## src/rtl/if_fetch_unit_pkg.sv

```systemverilog
// Shared definitions for the instruction-fetch stage: FSM encoding and
// default widths/constants.
package if_fetch_unit_pkg;

  localparam int          DATA_W_DEF   = 32;
  localparam logic [31:0] RESET_PC_DEF = 32'h0000_0000;
  localparam logic [31:0] PC_INC       = 32'd4;

  // FETCH: request outstanding or about to issue for the next instruction.
  // VALID: one fetched instruction parked in the buffer, no request.
  // DRAIN: a request issued before a redirect is still in flight; its
  //        response must be swallowed before fetching the new target.
  typedef enum logic [1:0] {
    S_FETCH = 2'd0,
    S_VALID = 2'd1,
    S_DRAIN = 2'd2
  } state_t;

endpackage

```

## src/rtl/if_fetch_unit.sv

```systemverilog
// Instruction-fetch stage. Owns the PC, talks to a variable-latency
// instruction memory and feeds the IF/ID register, inserting a bubble
// whenever the pipeline advances without an instruction to present.
module if_fetch_unit
  import if_fetch_unit_pkg::*;
#(
  parameter int                DATA_W   = DATA_W_DEF,
  parameter logic [DATA_W-1:0] RESET_PC = DATA_W'(RESET_PC_DEF)
) (
  input  logic              clk,
  input  logic              rst,
  input  logic              PCWrite,
  input  logic              PCSrc,
  input  logic [DATA_W-1:0] BranchTarget,
  input  logic              Jump,
  input  logic [DATA_W-1:0] JumpTarget,
  output logic              imem_req,
  output logic [DATA_W-1:0] imem_addr,
  input  logic              imem_ready,
  input  logic [DATA_W-1:0] imem_rdata,
  output logic [DATA_W-1:0] PCadderResult,
  output logic [DATA_W-1:0] ReadData,
  output logic              IF_ID_Write,
  output logic              IF_Flush,
  output logic [DATA_W-1:0] PC
);

  state_t            r_state, w_state_d;
  logic [DATA_W-1:0] r_pc, w_pc_d;
  logic [DATA_W-1:0] r_addr, w_addr_d;
  logic [DATA_W-1:0] r_buf, w_buf_d;

  logic              w_redirect;
  logic [DATA_W-1:0] w_target;
  logic [DATA_W-1:0] w_pc_inc;
  logic              w_req, w_wr, w_fl;
  logic [DATA_W-1:0] w_read;

  // Jump resolves ahead of a taken branch when both fire together.
  assign w_redirect = Jump | PCSrc;
  assign w_target   = Jump ? JumpTarget : BranchTarget;
  assign w_pc_inc   = r_pc + DATA_W'(PC_INC);

  // State and datapath registers; reset restarts fetch at RESET_PC.
  always_ff @(posedge clk) begin
    if (rst) begin
      r_state <= S_FETCH;
      r_pc    <= RESET_PC;
      r_addr  <= RESET_PC;
      r_buf   <= '0;
    end else begin
      r_state <= w_state_d;
      r_pc    <= w_pc_d;
      r_addr  <= w_addr_d;
      r_buf   <= w_buf_d;
    end
  end

  // Next-state and output decode.
  always_comb begin
    w_state_d = r_state;
    w_pc_d    = r_pc;
    w_addr_d  = r_addr;
    w_buf_d   = r_buf;
    w_req     = 1'b1;
    w_read    = imem_rdata;
    w_wr      = 1'b0;
    w_fl      = 1'b0;
    case (r_state)
      S_FETCH: begin
        if (w_redirect) begin
          w_fl   = 1'b1;
          w_pc_d = w_target;
          if (imem_ready) begin
            w_addr_d = w_target;
          end else begin
            // Keep addr stable: the old request is still owed a response.
            w_state_d = S_DRAIN;
          end
        end else if (imem_ready) begin
          if (PCWrite) begin
            w_wr     = 1'b1;
            w_pc_d   = w_pc_inc;
            w_addr_d = w_pc_inc;
          end else begin
            w_buf_d   = imem_rdata;
            w_state_d = S_VALID;
          end
        end else begin
          w_fl = PCWrite;
        end
      end
      S_VALID: begin
        w_req  = 1'b0;
        w_read = r_buf;
        w_wr   = PCWrite & ~w_redirect;
        if (w_redirect) begin
          w_fl      = 1'b1;
          w_pc_d    = w_target;
          w_addr_d  = w_target;
          w_state_d = S_FETCH;
        end else if (PCWrite) begin
          w_pc_d    = w_pc_inc;
          w_addr_d  = w_pc_inc;
          w_state_d = S_FETCH;
        end
      end
      S_DRAIN: begin
        w_fl = PCWrite | w_redirect;
        if (w_redirect) begin
          w_pc_d = w_target;
        end
        if (imem_ready) begin
          w_addr_d  = w_redirect ? w_target : r_pc;
          w_state_d = S_FETCH;
        end
      end
      default: begin
        w_state_d = S_FETCH;
      end
    endcase
  end

  assign imem_req      = w_req;
  assign imem_addr     = r_addr;
  assign ReadData      = w_read;
  assign PCadderResult = w_pc_inc;
  assign IF_ID_Write   = w_wr & ~rst;
  assign IF_Flush      = w_fl & ~rst;
  assign PC            = r_pc;

endmodule

```

## config.mk

```make
export PLATFORM = sky130hd
export DESIGN_NAME = if_fetch_unit
export DESIGN_NICKNAME = d
export VERILOG_FILES = /design/src/rtl/if_fetch_unit_pkg.sv /design/src/rtl/if_fetch_unit.sv
export SDC_FILE = /design/constraint.sdc
export NUM_CORES = 1
export LEC_CHECK = 0
export ABC_AREA = 1
export CAP_MARGIN = 25
export CORE_MARGIN = 5
export CORE_UTILIZATION = 44
export DETAILED_ROUTE_END_ITERATION = 6
export PLACE_DENSITY_LB_ADDON = 0.2
export SYNTH_ARGS = -nofsm -noshare
export SYNTH_HDL_FRONTEND = slang
export SYNTH_SLANG_ARGS = --single-unit
export TNS_END_PERCENT = 50
```

## constraint.sdc

```tcl
create_clock -name clk -period 2.25 [get_ports clk]
set_clock_uncertainty 0.05 [all_clocks]
set_input_delay 0.3375 -clock clk [delete_from_list [all_inputs] [get_ports clk]]
set_output_delay 0.3375 -clock clk [all_outputs]
set_load 0.02 [all_outputs]
```

Word level (Yosys, flattened, before mapping). Index checks and enable logic that the tools add are counted.

Add/subtract/negate cells: 1. Multipliers: 0. Divide/modulo/power cells: 0. Magnitude comparators: 0. Equality and inequality tests: 8. Shift-type cells: 0. Mux-type cells: 32. Bitwise operators: 8. Reduce and logical (&&, ||, !) cells: 6.

Operators by type and width (count): 32-bit two-way mux (13); 32-bit case mux with 3 select lines (2); 32-bit by 3-bit adder with 32-bit output (second input constant) (1); 2-bit two-way mux (7); 3-bit != test (second input constant) (4); 1-bit two-way mux (7); 2-bit case mux with 3 select lines (1); 5-bit AND reduction (1); 2-bit != test (second input constant) (2); 4-bit AND reduction (1); 1-bit AND (3); 1-bit NOT (3); 1-bit case mux with 3 select lines (1); 3-bit AND reduction (1); 3-bit nonzero test (1); 2-bit by 1-bit == test with 1-bit output (second input constant) (1); 2-bit == test (second input constant) (1); 2-bit logical NOT (1); 1-bit bitwise OR (2); 1-bit case mux with 2 select lines (1); 2-bit AND reduction (1).

Register bits: 98. Latch bits: 0. Bits in writable memories: 0. Memory bits (read-only): 0. Input bits: 102. Output and inout port bits: 131. Logic and storage cells: 59. Memories kept: 0.

Longest topological paths before layout. Gate-level depths: netlist of the first run.

Word-level depth: 5. Mapped depth: 12. Gate-level depth less buffers: 12.

Least setup slack after synthesis of the first run. OpenSTA, ideal clock, no wires.

Path kind: register to output. Start point: reg r_pc[2] (netlist: PC[2]). End point: out PCadderResult[22]. Arrival: 1633 ps. Required time: 1862 ps. Setup slack: 230 ps. Stages on the path, launching flop included: 9. Buffers on the path: 0. Cell sequence: dfxtp_1 -> ha_1 -> nand2_1 -> nor2_1 -> nand2_4 -> nor2_4 -> nand2_1 -> nand2_1 -> and2_1.

Word-level cells in the longest chain between the ends: 1.

RTL lines: start: declaration (RTL line if_fetch_unit.sv:29) `logic [DATA_W-1:0] r_pc, w_pc_d;`; start signal: assignment (RTL line if_fetch_unit.sv:53) `r_pc <= w_pc_d;`; 32-bit by 3-bit adder with 32-bit output (RTL line if_fetch_unit.sv:42) `assign w_pc_inc = r_pc + DATA_W'(PC_INC);`; end: declaration (RTL line if_fetch_unit.sv:21) `output logic [DATA_W-1:0] PCadderResult,`.

Every way passes these cells.

Final worst setup path of the first run.
Start point: reg r_pc[9] (netlist: PC[9]). End point: out PCadderResult[26].

Same word-level chain as after synthesis.

==> metrics, run 1 <==
critical path arrival=1.89 ns; final setup margin=-0.0245 ns; worst min path class=reg -> reg; Max Used Layer=met4; crit path capture=PCadderResult[26]; wire per inst=14.8 um; Synth Register Bits=98; H-tree levels=3; Final setup viols=1; CTS tree=done; hold path depth=2; status=finished with violations; Peak Freq=440 MHz; violated checks=negative setup slack; initial drt markers=457; Placer Congestion=0.926; VDD IR max=0.000382 V; Final Cycle Share=101%; Worst-Margin Slew=0.330 ns; Synth Net Count=1,021; Longest Clk Path Bufs=2; WP depth=8; initial antenna violation count=0; maxcap violations=0; layout cells sized above 1=16.7%; Synth cell types=41; final hold vios=0; critical path type=reg -> out; CP startpoint kind=register; number of synthesized flops with an enable pin=0; Synth Area in Compound Gates=19.7%; DRC Markers=0; Clk Latency, worst-skew pair=0.35 ns; Via density=5.09; ys flop type=dfxtp_1; Netlist Area Pre-Place=5790 um2; wire length on met1=8810 um; DR WL met3=1660 um; Die H=125 um; final wirelength=20,400 um; largest net degree at the start of global routing=39; CP max FO=6; cell area after placement=8800 um2; vias in the first global route=6,497; DRT Pass-1 Iters=6; worst hold slack=0.433 ns; GRT overflow=0; Mean Syn Cell Area=6.31 um2; total power=5.25 mW; number of port buffers=232; Die Area=15,600 um2; CP bufs+invs=1; CP Cell Sequence=nand2_1, nor2_4, nand2_4, nor2_4, nand2_1, nand2_2, and2_4, buf_6; Post-Synth Simple-Gate Area=34.0%; RSZ-0062 raised after global routing=yes; Layout area overhead=58.1%; Finished Cell Area=9160 um2; xor and xnor area share after synthesis=1.21%; DP HPWL=15,300 um; Synth Warn #=0; crit path from=PC[9]; CTS clk-pin slew, worst paths=0.07 ns; CTS buffer count=9; register area share after synthesis=33.9%; Critical-path top delay cell=dfxtp_1; mux contribution to synthesized area=0%; Synth async-reset ratio=0%; Reg2Reg Launch Point=PC[9]; IO Pins=233; Pleak=4.17 nW; R2R cell count=9; first-pass GRT wire length=32,400 um; clock root cell=clkbuf_16; initial core utilization=44.3%; cells after synthesis=918; worst r2r dst=imem_addr[18]; CP required=1.86 ns; CP Capture Type=output pin; critical path's top delay family=simple AND/OR/NAND/NOR gates; pwr dens=573 nW/um2; Slew HR=77.8%; R2R setup slack=0.39 ns; met2 WL post-DR=9510 um; Vias=7,007; Max Slew Vio Count=0; Final min period=2.27 ns; CTS sink cnt=98; Total GRT Usage=24.9%; NumNets Final=1,299; Synth Area in Adders=0.216%; core area=13,100 um2; cts hold-fix bufs=0; largest family of logic cells by synthesized area=simple AND/OR/NAND/NOR gates; ANT cells=0; Rows=42; critical path's largest stage delay=0.40 ns; remaining antenna violation count=0; final setup TNS=-0.0245 ns; Die X=125 um
==> where the power goes <==
group,internal (mW),switching [mW]
combinational,0.805,0.936
clock,0.793,0.721
sequential,1.88,0.119
total,3.48,1.78
==> worst min path at each step <==
stage / slack (ns) / to / from
global placement: 0.41 / r_buf[15] / r_buf[15]
finish: 0.43 / r_buf[15] / r_buf[15]
CTS: 0.44 / r_buf[14] / r_buf[14]
global route: 0.46 / r_buf[5] / r_buf[5]
detailed placement: 0.42 / r_buf[15] / r_buf[15]
floorplan: 0.41 / r_buf[0] / r_buf[0]
==> cell families (layout without fill, tap and decap cells) <==
group	count (synthesis)	after routing
xor gates and xnor gates	8	8
adders and majority gates	1	1
DFF	98	98
buffers and inverters	148	431
AOI/OAI and AO/OA	192	192
and+or+nand+nor	471	471
==> registers in the layout, indices dropped and copies added (netlist names) <==
signal and flops:
r_state 2, PC 32, r_buf 32, imem_addr 32
==> placed cells by master (no fill, tap or decap), drive strengths merged, types with 3 or more instances in the layout <==
cell	count
a21oi	37
a22oi	13
and2	5
buf	98
clkbuf	13
clkdlybuf4s15	4
clkdlybuf4s50	168
dfxtp	98
dlygate4sd2	38
inv	105
nand2	261
nand3	50
nor2	149
nor3	3
o21ai	103
o21bai	15
o221ai	8
o22ai	7
xnor2	6
==> layout make-up <==
cell class / count / area (um2)
clock buffer: 10 / 239
clock inverter: 6 / 48.8
fill: 1178 / 3930
inverter: 103 / 389
multi-input combinational: 672 / 3340
sequential: 98 / 1980
tap: 176 / 220
timing repair buffer: 312 / 2950
==> synth_stat cells, drive strengths merged (3+ instances only) <==
library cell  instances  area, um2
nand3                50        268
nor2                149        622
o22ai                 7       43.8
nor3                  3       15.0
o21bai               15        120
and2                  5       31.3
o221ai                8       70.1
nand2               261       1010
a21oi                37        223
xnor2                 6       52.6
o21ai               103        515
buf                  26        176
inv                 102        385
a22oi                13       97.6
dfxtp                98       1960
clkbuf               19       71.3
==> worst min-delay path: cells and delay by family (launching register included) <==
| family | cells | cell delay, ns |
|---|---|---|
| flip-flops | 1 | 0.33 |
| AND/OR/NAND/NOR | 2 | 0.13 |
==> metal layers <==
| layer | track usage [%] | vias to the layer above |
|---|---|---|
| li1 | - | 3503 |
| met5 | 0 | - |
| met2 | 41.6 | 264 |
| met1 | 31.9 | 3205 |
| met3 | 5.87 | 35 |
| met4 | 7.16 | 0 |
==> per-stage QoR <==
step	utilization [%]	std cells	setup slack (ns)
final	70.0	1377	-0.0245
after global routing	70.0	1377	-0.0737
after CTS	69.6	1375	-0.0119
after detailed placement	67.2	1357	-0.220
after global placement	67.2	1357	-0.217
after floorplan	-	918	0.230
==> what timing repair did <==
action                                  in CTS  in global routing
buffers inserted                             2                  2
cloned                                       0                  0
pin swaps                                    7                 10
resized for setup                          138                 53
endpoints found under the setup margin      63                 56
(Power assumes the default switching activity.)
==> inputs of run 2 (changes only) <==
Settings changed: ABC_AREA 1 to not set.
==> metrics, run 2 <==
commonest cells after routing, fill and taps aside=169 x clkdlybuf4s50_1, 116 x nand2_1, 101 x buf_4, 82 x dfxtp_1, 80 x nor2_1; pwr dens=539 nW/um2; wire per inst=19.0 um; Finished Cell Area=9540 um2; clock root cell=clkbuf_16; DP HPWL=16,500 um; Mean Syn Cell Area=7.65 um2; initial drt markers=659; CP Capture Type=output pin; Synth Register Bits=98; final wirelength=23,000 um; CP startpoint kind=register; largest net degree at the start of global routing=92; Synth Net Count=856; Slew HR=67.4%; Synth Warn #=0; remaining antenna violation count=0; ys flop type=dfxtp_1; Placer Congestion=0.932; worst r2r dst=PC[21]; Die X=124 um; vias in the first global route=7,060; Synth area leaders=dfxtp_1 34%, nand2_1 7.8%, mux2_2 6.6%; IO Pins=233; H-tree levels=3; cells after synthesis=753; final hold vios=0; post-synth top area cell=dfxtp_1; Final min period=2.57 ns; Final setup viols=23; final setup margin=-0.323 ns; CP required=1.86 ns; cell area after placement=8950 um2; Die Area=15,500 um2; cts hold-fix bufs=0; critical path arrival=2.19 ns; VDD IR max=0.000344 V; top post-synthesis cells by count=120 x nand2_1, 98 x dfxtp_1, 86 x nor2_1; first-pass GRT wire length=35,900 um; Die H=124 um; CP max FO=8; Vias=6,919; Layout area overhead=65.6%; worst min path class=in -> reg; maxcap violations=0; CTS clk-pin slew, worst paths=0.07 ns; number of port buffers=232; Netlist Area Pre-Place=5760 um2; Longest Clk Path Bufs=2; CTS sink cnt=98; NumNets Final=1,131; Clk Latency, worst-skew pair=0.35 ns; CTS tree=done; number of synthesized flops with an enable pin=0; Reg2Reg Launch Point=PC[14]; Final Cycle Share=114%; Rows=41; GRT overflow=0; Peak Freq=389 MHz; initial antenna violation count=0; commonest non-fill, non-tap cell in the layout=clkdlybuf4s50_1; crit path from=PC[14]; core area=12,700 um2; status=finished with violations; Pleak=3.82 nW; Max Slew Vio Count=0; ANT cells=0; DRC Markers=0; violated checks=negative setup slack; RSZ-0062 raised after global routing=yes; Via density=5.74; Synth cell types=60; R2R setup slack=-0.20 ns; count leader, synth=nand2_1; critical path type=reg -> out; layout cells sized above 1=25.1%; register area share after synthesis=34.1%; crit path capture=PCadderResult[28]; R2R cell count=9; CTS buffer count=9; Worst-Margin Slew=0.484 ns; Synth async-reset ratio=0%; Total GRT Usage=27.8%; initial core utilization=45.3%; fin util=75.0%; DRT Pass-1 Iters=5; post-synth top area share=34.1%
## run 2: repair_timing
item / in CTS / in global routing
pin swaps: 12 / 27
resized for setup: 173 / 56
setup buffers: 4 / 12
endpoints found under the setup margin: 71 / 73
## run 2: kinds of logic after synthesis
logic type | after synthesis | share of synthesized area [%]
AO/OA/AOI/OAI | 172 | 18.8
XOR/XNOR | 47 | 7.15
adder cells (fa/ha/maj) | 1 | 0.217
buffers and inverters | 79 | 5.67
flip-flops | 98 | 34.1
multiplexers | 39 | 7.52
AND/OR/NAND/NOR | 317 | 26.6
## run 2: critical path, stage by stage (launching register included)
cell and delay, ns:
dfxtp_4 0.37, nand2_4 0.05, or4_4 0.66, nor4b_4 0.42
xor2_2 0.19, buf_6 0.14
## run 2: worst min path at each step
| stage | from | endpoint | cells past startpoint |
|---|---|---|---|
| 2_1_floorplan | imem_ready | r_state[1] | 1 |
| 6_report | rst | PC[26] | 2 |
| 4_1_cts | rst | PC[26] | 2 |
| 5_1_grt | rst | PC[26] | 2 |
| 3_5_place_dp | r_buf[18] | r_buf[18] | 2 |
| 3_3_place_gp | r_buf[11] | r_buf[11] | 2 |
## run 2: cell type report
| type | count | area (um2) |
|---|---|---|
| Multi-Input combinational cell | 576 | 3830 |
| Clock inverter | 2 | 16.3 |
| Sequential cell | 98 | 2000 |
| Inverter | 5 | 18.8 |
| Timing Repair Buffer | 338 | 3160 |
| Fill cell | 956 | 3180 |
| Tap cell | 172 | 215 |
| Clock buffer | 14 | 295 |
## run 2: power breakdown
group	internal (mW)	leakage (nW)	switching [mW]
Sequential	1.85	0.813	0.0884
Clock	0.912	0.150	0.692
Combinational	0.764	2.86	0.838
## run 2: through the flow
stage / hold WS, ns / power [mW] / instances / TNS, ns / worst slack [ns]
after floorplan: 0.366 / 2.74 / 753 / -0.352 / -0.0942
after global placement: 0.390 / 3.53 / 1175 / -5.86 / -0.444
after detailed placement: 0.395 / 3.56 / 1175 / -8.89 / -0.416
after CTS: 0.257 / 5.10 / 1194 / -4.34 / -0.328
after global routing: 0.295 / 5.33 / 1205 / -5.70 / -0.371
final: 0.281 / 5.14 / 1205 / -4.14 / -0.323
## run 2: layer usage
layer	vias up	track usage, %	part of all wire [%]
li1	3194	-	-
met1	3268	32.4	39
met2	388	47.7	49
met5	-	0	0
met3	69	6.78	7.9
met4	0	13.0	3.9
